File: config.mk
export PLATFORM = sky130hd
export DESIGN_NAME = fpu_ss_issue_ctrl
export DESIGN_NICKNAME = d
export VERILOG_FILES = /design/src/rtl/fpu_ss_pkg.sv /design/src/rtl/fpu_ss_inflight_cnt.sv /design/src/rtl/fpu_ss_issue_ctrl.sv
export SDC_FILE = /design/constraint.sdc
export NUM_CORES = 1
export LEC_CHECK = 0
export ABC_CLOCK_PERIOD_IN_PS = 9700
export CAP_MARGIN = 20
export CELL_PAD_IN_SITES_DETAIL_PLACEMENT = 1
export CELL_PAD_IN_SITES_GLOBAL_PLACEMENT = 1
export CORE_UTILIZATION = 30
export DETAILED_ROUTE_END_ITERATION = 8
export PLACE_DENSITY = 0.9
export SLEW_MARGIN = 20
export SYNTH_ARGS = -nofsm -noshare
export SYNTH_HDL_FRONTEND = slang
export SYNTH_SLANG_ARGS = --single-unit
File: constraint.sdc
create_clock -name clk_i -period 9.7 [get_ports clk_i]
set_input_delay 2.425 -clock clk_i [delete_from_list [all_inputs] [get_ports clk_i]]
set_output_delay 2.425 -clock clk_i [all_outputs]
set_load 0.02 [all_outputs]
File: src/rtl/fpu_ss_pkg.sv
// Shared types for the FPU subsystem issue path: predecoder request/response,
// issue FSM states and the one-entry issue register layout.
package fpu_ss_pkg;

  localparam int unsigned FPU_INSTR_W = 32;
  localparam int unsigned FPU_ID_W    = 4;
  localparam int unsigned FPU_REG_W   = 32;

  localparam logic [6:0] OPCODE_SYSTEM = 7'b1110011;

  typedef enum logic [1:0] {
    IDLE,
    DRAIN,
    DISPATCH
  } issue_state_e;

  typedef struct packed {
    logic [31:0] q_instr_data;
  } acc_prd_req_t;

  typedef struct packed {
    logic       p_accept;
    logic       p_writeback;
    logic       p_is_mem_op;
    logic [2:0] p_use_rs;
  } acc_prd_rsp_t;

  typedef struct packed {
    logic [FPU_INSTR_W-1:0]         instr;
    logic [FPU_ID_W-1:0]            id;
    logic [2:0][FPU_REG_W-1:0]      rs;
    logic                           is_mem;
  } issue_reg_t;

  function automatic logic is_system_op(input logic [6:0] opcode);
    return opcode == OPCODE_SYSTEM;
  endfunction

endpackage

File: src/rtl/fpu_ss_inflight_cnt.sv
// Up/down counter of dispatched-but-uncompleted ops, clamped to [0, MAX_VAL].
// Count visible one cycle after inc/dec; simultaneous inc and dec cancel.
module fpu_ss_inflight_cnt #(
  parameter int unsigned MAX_VAL = 4,
  parameter int unsigned CNT_W   = $clog2(MAX_VAL + 1)
) (
  input  logic             clk_i,
  input  logic             rst_i,
  input  logic             inc_i,
  input  logic             dec_i,
  output logic [CNT_W-1:0] cnt_o
);

  localparam logic [CNT_W-1:0] MAX_CNT = CNT_W'(MAX_VAL);

  logic [CNT_W-1:0] cnt_q;

  always_ff @(posedge clk_i or posedge rst_i) begin
    if (rst_i) begin
      cnt_q <= '0;
    end else if (inc_i && !dec_i) begin
      if (cnt_q != MAX_CNT) cnt_q <= cnt_q + 1'b1;
    end else if (dec_i && !inc_i) begin
      // a stray completion with nothing outstanding is dropped
      if (cnt_q != '0) cnt_q <= cnt_q - 1'b1;
    end
  end

  assign cnt_o = cnt_q;

endmodule

File: src/rtl/fpu_ss_issue_ctrl.sv
// Offload q-channel to instruction-buffer issue sequencer; k_* are 0-cycle pass-through, dispatch 1 cycle after accept.
// Backpressure: q_ready low outside IDLE, at MAX_INFLIGHT or on a second mem op; optional FPU_SS_ISSUE_STALL_CNT_EN.
module fpu_ss_issue_ctrl
  import fpu_ss_pkg::*;
#(
  parameter int unsigned INSTR_W      = FPU_INSTR_W,
  parameter int unsigned ID_W         = FPU_ID_W,
  parameter int unsigned REG_W        = FPU_REG_W,
  parameter int unsigned MAX_INFLIGHT = 4,
  localparam int unsigned CNT_W       = $clog2(MAX_INFLIGHT + 1)
) (
  input  logic                  clk_i,
  input  logic                  rst_i,
  input  logic                  q_valid_i,
  output logic                  q_ready_o,
  input  logic [INSTR_W-1:0]    q_instr_i,
  input  logic [ID_W-1:0]       q_id_i,
  input  logic [2:0][REG_W-1:0] q_rs_i,
  output logic                  k_accept_o,
  output logic                  k_writeback_o,
  output logic                  k_is_mem_op_o,
  output logic [2:0]            k_use_rs_o,
  output acc_prd_req_t          prd_req_o,
  input  acc_prd_rsp_t          prd_rsp_i,
  output logic                  disp_valid_o,
  input  logic                  disp_ready_i,
  output logic [INSTR_W-1:0]    disp_instr_o,
  output logic [ID_W-1:0]       disp_id_o,
  output logic [2:0][REG_W-1:0] disp_rs_o,
  output logic                  disp_is_mem_o,
  input  logic                  op_done_i,
  input  logic                  mem_done_i,
  output logic [CNT_W-1:0]      inflight_o,
  output logic                  busy_o
`ifdef FPU_SS_ISSUE_STALL_CNT_EN
  ,
  output logic [31:0]           stall_cnt_o
`endif
);

  localparam logic [CNT_W-1:0] MAX_CNT = CNT_W'(MAX_INFLIGHT);

  issue_state_e          state_q;
  issue_reg_t            issue_q;
  logic                  disp_valid_q;
  logic                  mem_pend_q;
  logic [CNT_W-1:0]      inflight;
  logic                  q_hs;
  logic                  acc_hs;
  logic                  disp_hs;
  logic                  is_csr;
  logic [2:0][REG_W-1:0] rs_masked;

  assign prd_req_o.q_instr_data = q_instr_i;

  assign q_ready_o = (state_q == IDLE) && (inflight < MAX_CNT)
                     && !(prd_rsp_i.p_is_mem_op && mem_pend_q);

  assign q_hs    = q_valid_i && q_ready_o;
  assign acc_hs  = q_hs && prd_rsp_i.p_accept;
  assign disp_hs = disp_valid_q && disp_ready_i;
  assign is_csr  = is_system_op(q_instr_i[6:0]);

  // Response fields only mean something in the handshake cycle; keep them quiet otherwise.
  assign k_accept_o    = q_hs && prd_rsp_i.p_accept;
  assign k_writeback_o = q_hs && prd_rsp_i.p_writeback;
  assign k_is_mem_op_o = q_hs && prd_rsp_i.p_is_mem_op;
  assign k_use_rs_o    = q_hs ? prd_rsp_i.p_use_rs : 3'b000;

  always_comb begin
    rs_masked = '0;
    for (int l = 0; l < 3; l++) begin
      if (prd_rsp_i.p_use_rs[l]) rs_masked[l] = q_rs_i[l];
    end
  end

  // CSR instructions may change rounding/flags, so they wait for the pipe to empty.
  always_ff @(posedge clk_i or posedge rst_i) begin
    if (rst_i) begin
      state_q      <= IDLE;
      issue_q      <= '0;
      disp_valid_q <= 1'b0;
    end else begin
      case (state_q)
        IDLE: begin
          if (acc_hs) begin
            issue_q.instr  <= q_instr_i;
            issue_q.id     <= q_id_i;
            issue_q.rs     <= rs_masked;
            issue_q.is_mem <= prd_rsp_i.p_is_mem_op;
            if (is_csr && (inflight != '0)) begin
              state_q <= DRAIN;
            end else begin
              state_q      <= DISPATCH;
              disp_valid_q <= 1'b1;
            end
          end
        end
        DRAIN: begin
          if (inflight == '0) begin
            state_q      <= DISPATCH;
            disp_valid_q <= 1'b1;
          end
        end
        DISPATCH: begin
          if (disp_hs) begin
            state_q      <= IDLE;
            disp_valid_q <= 1'b0;
          end
        end
        default: begin
          state_q      <= IDLE;
          disp_valid_q <= 1'b0;
        end
      endcase
    end
  end

  always_ff @(posedge clk_i or posedge rst_i) begin
    if (rst_i) begin
      mem_pend_q <= 1'b0;
    end else if (disp_hs && issue_q.is_mem) begin
      mem_pend_q <= 1'b1;
    end else if (mem_done_i) begin
      mem_pend_q <= 1'b0;
    end
  end

  fpu_ss_inflight_cnt #(
    .MAX_VAL (MAX_INFLIGHT),
    .CNT_W   (CNT_W)
  ) u_inflight_cnt (
    .clk_i (clk_i),
    .rst_i (rst_i),
    .inc_i (disp_hs),
    .dec_i (op_done_i),
    .cnt_o (inflight)
  );

`ifdef FPU_SS_ISSUE_STALL_CNT_EN
  logic [31:0] stall_cnt_q;

  always_ff @(posedge clk_i or posedge rst_i) begin
    if (rst_i) begin
      stall_cnt_q <= '0;
    end else if (q_valid_i && !q_ready_o && (stall_cnt_q != 32'hFFFF_FFFF)) begin
      stall_cnt_q <= stall_cnt_q + 32'd1;
    end
  end

  assign stall_cnt_o = stall_cnt_q;
`endif

  assign disp_valid_o  = disp_valid_q;
  assign disp_instr_o  = issue_q.instr;
  assign disp_id_o     = issue_q.id;
  assign disp_rs_o     = issue_q.rs;
  assign disp_is_mem_o = issue_q.is_mem;
  assign inflight_o    = inflight;
  assign busy_o        = (state_q != IDLE) || (inflight != '0);

endmodule

* After elaboration in Yosys (flattened, before gate mapping)
Cells that the tools add are included.
** Cells by class
- Add/subtract/negate cells :: 2
- Mux-type cells :: 20
- Eq/ne operators :: 9
- Reductions and logical operators :: 27
- Order comparisons :: 1
** Operators by type and width (number)
- 32-bit two-way mux :: 3
- 3-bit two-way mux :: 5
- 1-bit logical AND :: 12
- 2-bit inequality test (second input constant) :: 5
- 2-bit two-way mux :: 4
- 2-bit nonzero test :: 4
- 7-bit equality test (second input constant) :: 1
- 1-bit two-way mux :: 6
- 2-bit case mux with 3 select lines :: 1
- 3-bit AND reduction :: 2
- 4-bit AND reduction :: 1
- 3-bit by 1-bit adder with 3-bit output (second input constant) :: 1
- 1-bit zero test :: 3
- 3-bit zero test :: 1
- 3-bit < comparator (second input constant) :: 1
- 3-bit inequality test (second input constant) :: 1
- 1-bit case mux with 3 select lines :: 1
- 3-bit nonzero test :: 1
- 3-bit by 1-bit subtractor with 3-bit output (second input constant) :: 1
- 2-bit by 1-bit equality test with 1-bit output (second input constant) :: 1
- 2-bit equality test (second input constant) :: 1
- 2-bit zero test :: 1
- 2-bit AND reduction :: 1
- 1-bit logical OR :: 1
** Word-level totals
- Input bits :: 144
- Logic and storage cells :: 69
- Flip-flop bits (word level) :: 140

* Depth between registers and ports, before layout
- Word-level depth :: 7
- Gate-level depth with buffers :: 7

* Modules after synthesis
A second synthesis with hierarchy kept.
** Second synthesis, totals
- Cells, all modules :: 598
- Area total of the unflattened synthesis :: 6060.8 µm²
** Modules (own cells, without submodules)
- fpu_ss_issue_ctrl :: seq. area each 3428.3 µm², area each 5850.6 µm², times used 1, cells each 573
- fpu_ss_inflight_cnt :: seq. area each 75.1 µm², area each 210.2 µm², times used 1, cells each 25

* Worst setup path before layout
OpenSTA, ideal clock, no wires.
- Kind :: input-to-output
- Start :: in prd_rsp_i[3] in the netlist's numbering
- End :: out k_accept_o
- Path buffers :: 2
- Cell stages on the path :: 5
- Slack :: 3.537 ns
- Data arrival time :: 3.738 ns
- Cell sequence :: a2111oi_4 > nand3_4 > inv_2 > buf_4 > buf_4
** Between the ends
- Word-level cells in the longest chain between the ends :: 5
** Ends and longest elaborated chain
- start, declared :: line fpu_ss_issue_ctrl.sv:24 : input acc_prd_rsp_t prd_rsp_i,
- 1-bit logical AND :: line fpu_ss_issue_ctrl.sv:57 : && !(prd_rsp_i.p_is_mem_op && mem_pend_q);
- 1-bit zero test :: line fpu_ss_issue_ctrl.sv:57
- 1-bit logical AND :: line fpu_ss_issue_ctrl.sv:57
- 1-bit logical AND :: line fpu_ss_issue_ctrl.sv:59 : assign q_hs = q_valid_i && q_ready_o;
- 1-bit logical AND :: line fpu_ss_issue_ctrl.sv:65 : assign k_accept_o = q_hs && prd_rsp_i.p_accept;
- end, declared :: line fpu_ss_issue_ctrl.sv:19 : output logic k_accept_o,
No other way between the ends.

* Worst setup path in the final report
Ends and elaborated chain as after synthesis.

==> results list <==
- Result of the run: finished clean
* Routed vias/inst: about 4.6
- Dividing total power by cell area gives a power density of 299 mW/mm^2.
- The worst hold path was traced through 2 stages.
- The cell sitting at the root of the clock tree is a clkbuf_16.
- Number of warnings printed during yosys synthesis: 0
- The initial antenna violation count came to 0.
* Placeable core region: about 0.019 mm^2
- The worst pin sits at a relative slew slack of 0.415.
- TritonCTS created 17 clock buffers.
- The final layout contains between 1000 and 1500 nets.
- At the worst endpoint, the arrival time is 4.96 ns.
* Total number of vias: 5506
- Entering global routing, the biggest net connects 82 pins.
- Final wirelength: between 20000 and 25000 um
- Setup violations remaining at the end of the flow were counted as 0.
- Number of post-CTS setup repair buffers: 0
- Port buffering added 320 buffers.
- The floorplan has 50 rows.
* Setup repair after global routing missed its margin: no
- Number of sinks on the clock net: between 100 and 150
* Leakage power figure: between 4 and 5 nW
* Clock period minus final worst setup slack: between 7 and 8 ns
- Before antenna repair, the detailed router went through 6 iterations.
- Counting every net in the synthesized netlist gives about 800.
- Clock H-tree levels: 4
- The worst register-to-register path ends at disp_rs_o[27].
- Clk buf depth: 2
* End-of-flow core utilization: 0.510
- Area of the die: roughly 0.020 mm^2
- Source-to-sink clock delay at the later pin of the worst-skew pair: roughly 0.42 ns
* Yosys cell types: 32
- Crit Reg-Reg Startpoint: state_q[0]
- The synthesized netlist occupies a cell area of roughly 0.006 mm^2.
- Fraction of the cycle the final worst path needs: 0.761
* Endpoint kind of the worst setup timing path: primary output
* Total of fill cells in the finished design: roughly 2200
- Clock skew after layout: around 0.0077 ns
* Total Routing Usage GR: 0.211
* Max IR drop VDD: about 0.00012 V
* Hold crit path type: flip-flop to flip-flop
- Derived from the worst setup path, the maximum achievable clock frequency is between 100 and 150 MHz.
- The repair_antennas step left the layout with diodes totalling 0.
- IO Pins: between 300 and 400
* Routability congestion estimate from global placement: about 0.72
- Start-to-end type of the worst setup path: input pin to primary output
* Power after layout: between 2 and 3 mW
- Layout overhead on the synthesized area: 64.6%
- Final Max Slew Viols: 0
- In this run the worst path has a maximum fanout of 52.
* Clock slew seen by the registers of the worst setup and hold paths: ~0.060 ns
* Total Neg Setup Slack: 0 ns
- The first global-routing pass estimated 32300 um of wire.
- Iter 0 DRT Violations: ~170
- The die is 142 um tall.
* Hold_ws: roughly 0.46 ns
* Flip-flop and latch count after synthesis: 140
- The HPWL after detailed placement is roughly 15000 um.
- Counting every instance in the synthesized netlist gives approximately 640.
- In the final routed layout, each cell accounts on average for approximately 17 um.
- The via count of the first global-routing pass is approximately 5900.
* Count of endpoints failing hold in the final timing report: 0
* Average size of a mapped cell: between 9 and 10 um^2
- Remaining Overflow, GRT: 0
* # hold bufs at CTS: 0
- Of the synthesized area, sequential elements account for 0.598.
- Worst Hold End: disp_rs_o[11]
* Clock tree from TritonCTS: built
* Kind of start point of the critical path: input pin
- DR DRC count: 0
- The startpoint identified for the worst hold timing path is disp_rs_o[11].
- Once the clock tree was built, the resizer swapped 0 gates to a different size.
* Register-to-Register Setup Slack: ~6.7 ns
* Reg2reg path depth: 6
- At the pin with the least slew margin, the transition time is around 0.9 ns.
* Share of layout cells above drive strength 1: 0.0538
- Max-cap violations in this run came to 0.
- Once detail routing completed, the nets flagged for antenna violations numbered 0.
- The initial utilization of the core area, before any placement, comes to 0.310.
- Measured along the x axis, the die boundary spans approximately 140 um.
- Required time at the worst-slack endpoint: roughly 7.3 ns
report_power, final:
group / internal [mW] / switching (mW) / leakage (nW)
combinational: 0.573 / 0.662 / 2.44
clock: 0.414 / 0.262 / 0.288
sequential: 0.823 / 0.148 / 1.81
final cells by class:
type | count | area, um^2 | share of cell area
Timing Repair Buffer | 327 | 3260 | 0.338
Inverter | 3 | 18.8 | 0.00195
Sequential cell | 140 | 3500 | 0.363
Clock buffer | 20 | 447 | 0.0463
Clock inverter | 12 | 161 | 0.0167
Tap cell | 260 | 325 | 0.0338
Multi-Input combinational cell | 427 | 1930 | 0.200
routing by layer:
layer | part of all wire | track usage | vias to the layer above | routed length, um
met5 | 0 | 0 | - | 0
met4 | 0.024 | 0.0821 | 0 | 490
met3 | 0.066 | 0.0638 | 29 | 1370
met2 | 0.52 | 0.378 | 206 | 10800
met1 | 0.39 | 0.234 | 2694 | 8130
li1 | - | - | 2577 | -
worst max-delay path: stages:
cell             delay [ns]
clkdlybuf4s50_1        0.51
a2111oi_4              0.75
nand3_4                0.14
inv_4                  0.41
clkdlybuf4s50_1        0.71
worst max path at each step:
stage                              end  slack, ns    startpoint  cells past startpoint
after floorplan           disp_id_o[0]       3.52         rst_i                      1
after global placement      k_accept_o       2.32  prd_rsp_i[3]                      5
after detailed placement    k_accept_o       2.24  prd_rsp_i[3]                      5
after CTS                   k_accept_o       2.24  prd_rsp_i[3]                      5
after global routing        k_accept_o       2.17  prd_rsp_i[3]                      5
final                       k_accept_o       2.32  prd_rsp_i[3]                      5
placed cells by master, fill, tap and decap left out, types with 3 or more instances in the layout:
cell and count:
bufinv_16 3, clkinvlp_4 3, mux2_2 7, nor2_1 5
buf_4 7, a21oi_1 3, nand2_1 285, nand3_1 97
nor3_1 4, inv_6 4, dfrtp_1 140, and3_1 5
clkdlybuf4s50_1 320, clkbuf_16 17
synthesized netlist by cell type:
library cell,count,area share
buf_4,36,0.046
a2bb2oi_1,1,0.0015
or4_1,1,0.0013
and3_1,5,0.0053
inv_2,1,0.00064
dfrtp_1,140,0.60
a2111oi_4,1,0.0047
a21o_1,1,0.0013
nand4bb_1,1,0.0019
nor2_1,5,0.0032
nand4b_1,1,0.0015
xnor2_1,1,0.0015
xor2_1,1,0.0015
inv_1,2,0.0013
nand2_1,285,0.18
clkbuf_1,24,0.015
fa_1,1,0.0034
nand3b_1,1,0.0013
a21oi_1,3,0.0026
nand3_4,1,0.0030
buf_2,11,0.0094
o22a_1,1,0.0015
nor3b_1,1,0.0013
nand3_1,97,0.083
a311oi_1,1,0.0015
or2_2,2,0.0021
nor3_1,4,0.0034
mux2_1,1,0.0019
nor2b_1,1,0.0011
mux2_2,7,0.013
o21ai_0,2,0.0017
o221ai_1,1,0.0015
registers in the layout, summed over array words and instances, names as in the netlist:
signal	count
disp_is_mem_o	1
disp_id_o	4
disp_instr_o	32
disp_valid_o	1
disp_rs_o	96
u_inflight_cnt.cnt_o	3
state_q	2
mem_pend_q	1
kinds of logic (layout without fill, tap and decap cells):
logic type / Yosys count / in the layout / synth area share
muxes: 8 / 8 / 0.0154
AOI/OAI and AO/OA: 11 / 11 / 0.0162
DFF: 140 / 140 / 0.598
xor gates and xnor gates: 2 / 2 / 0.00299
buffers and inverters: 74 / 362 / 0.0728
adders and majority gates: 1 / 1 / 0.00342
and+or+nand+nor: 405 / 405 / 0.291
stage by stage:
step                      worst slack (ns)  area, um^2  cells
final                                 2.32        9640   1189
after CTS                             2.24        9640   1189
after floorplan                       3.52        5860    641
after detailed placement              2.24        9030   1157
after global routing                  2.17        9640   1189
after global placement                2.32        9030   1157
No activity file was read; power rests on OpenSTA's default activity.
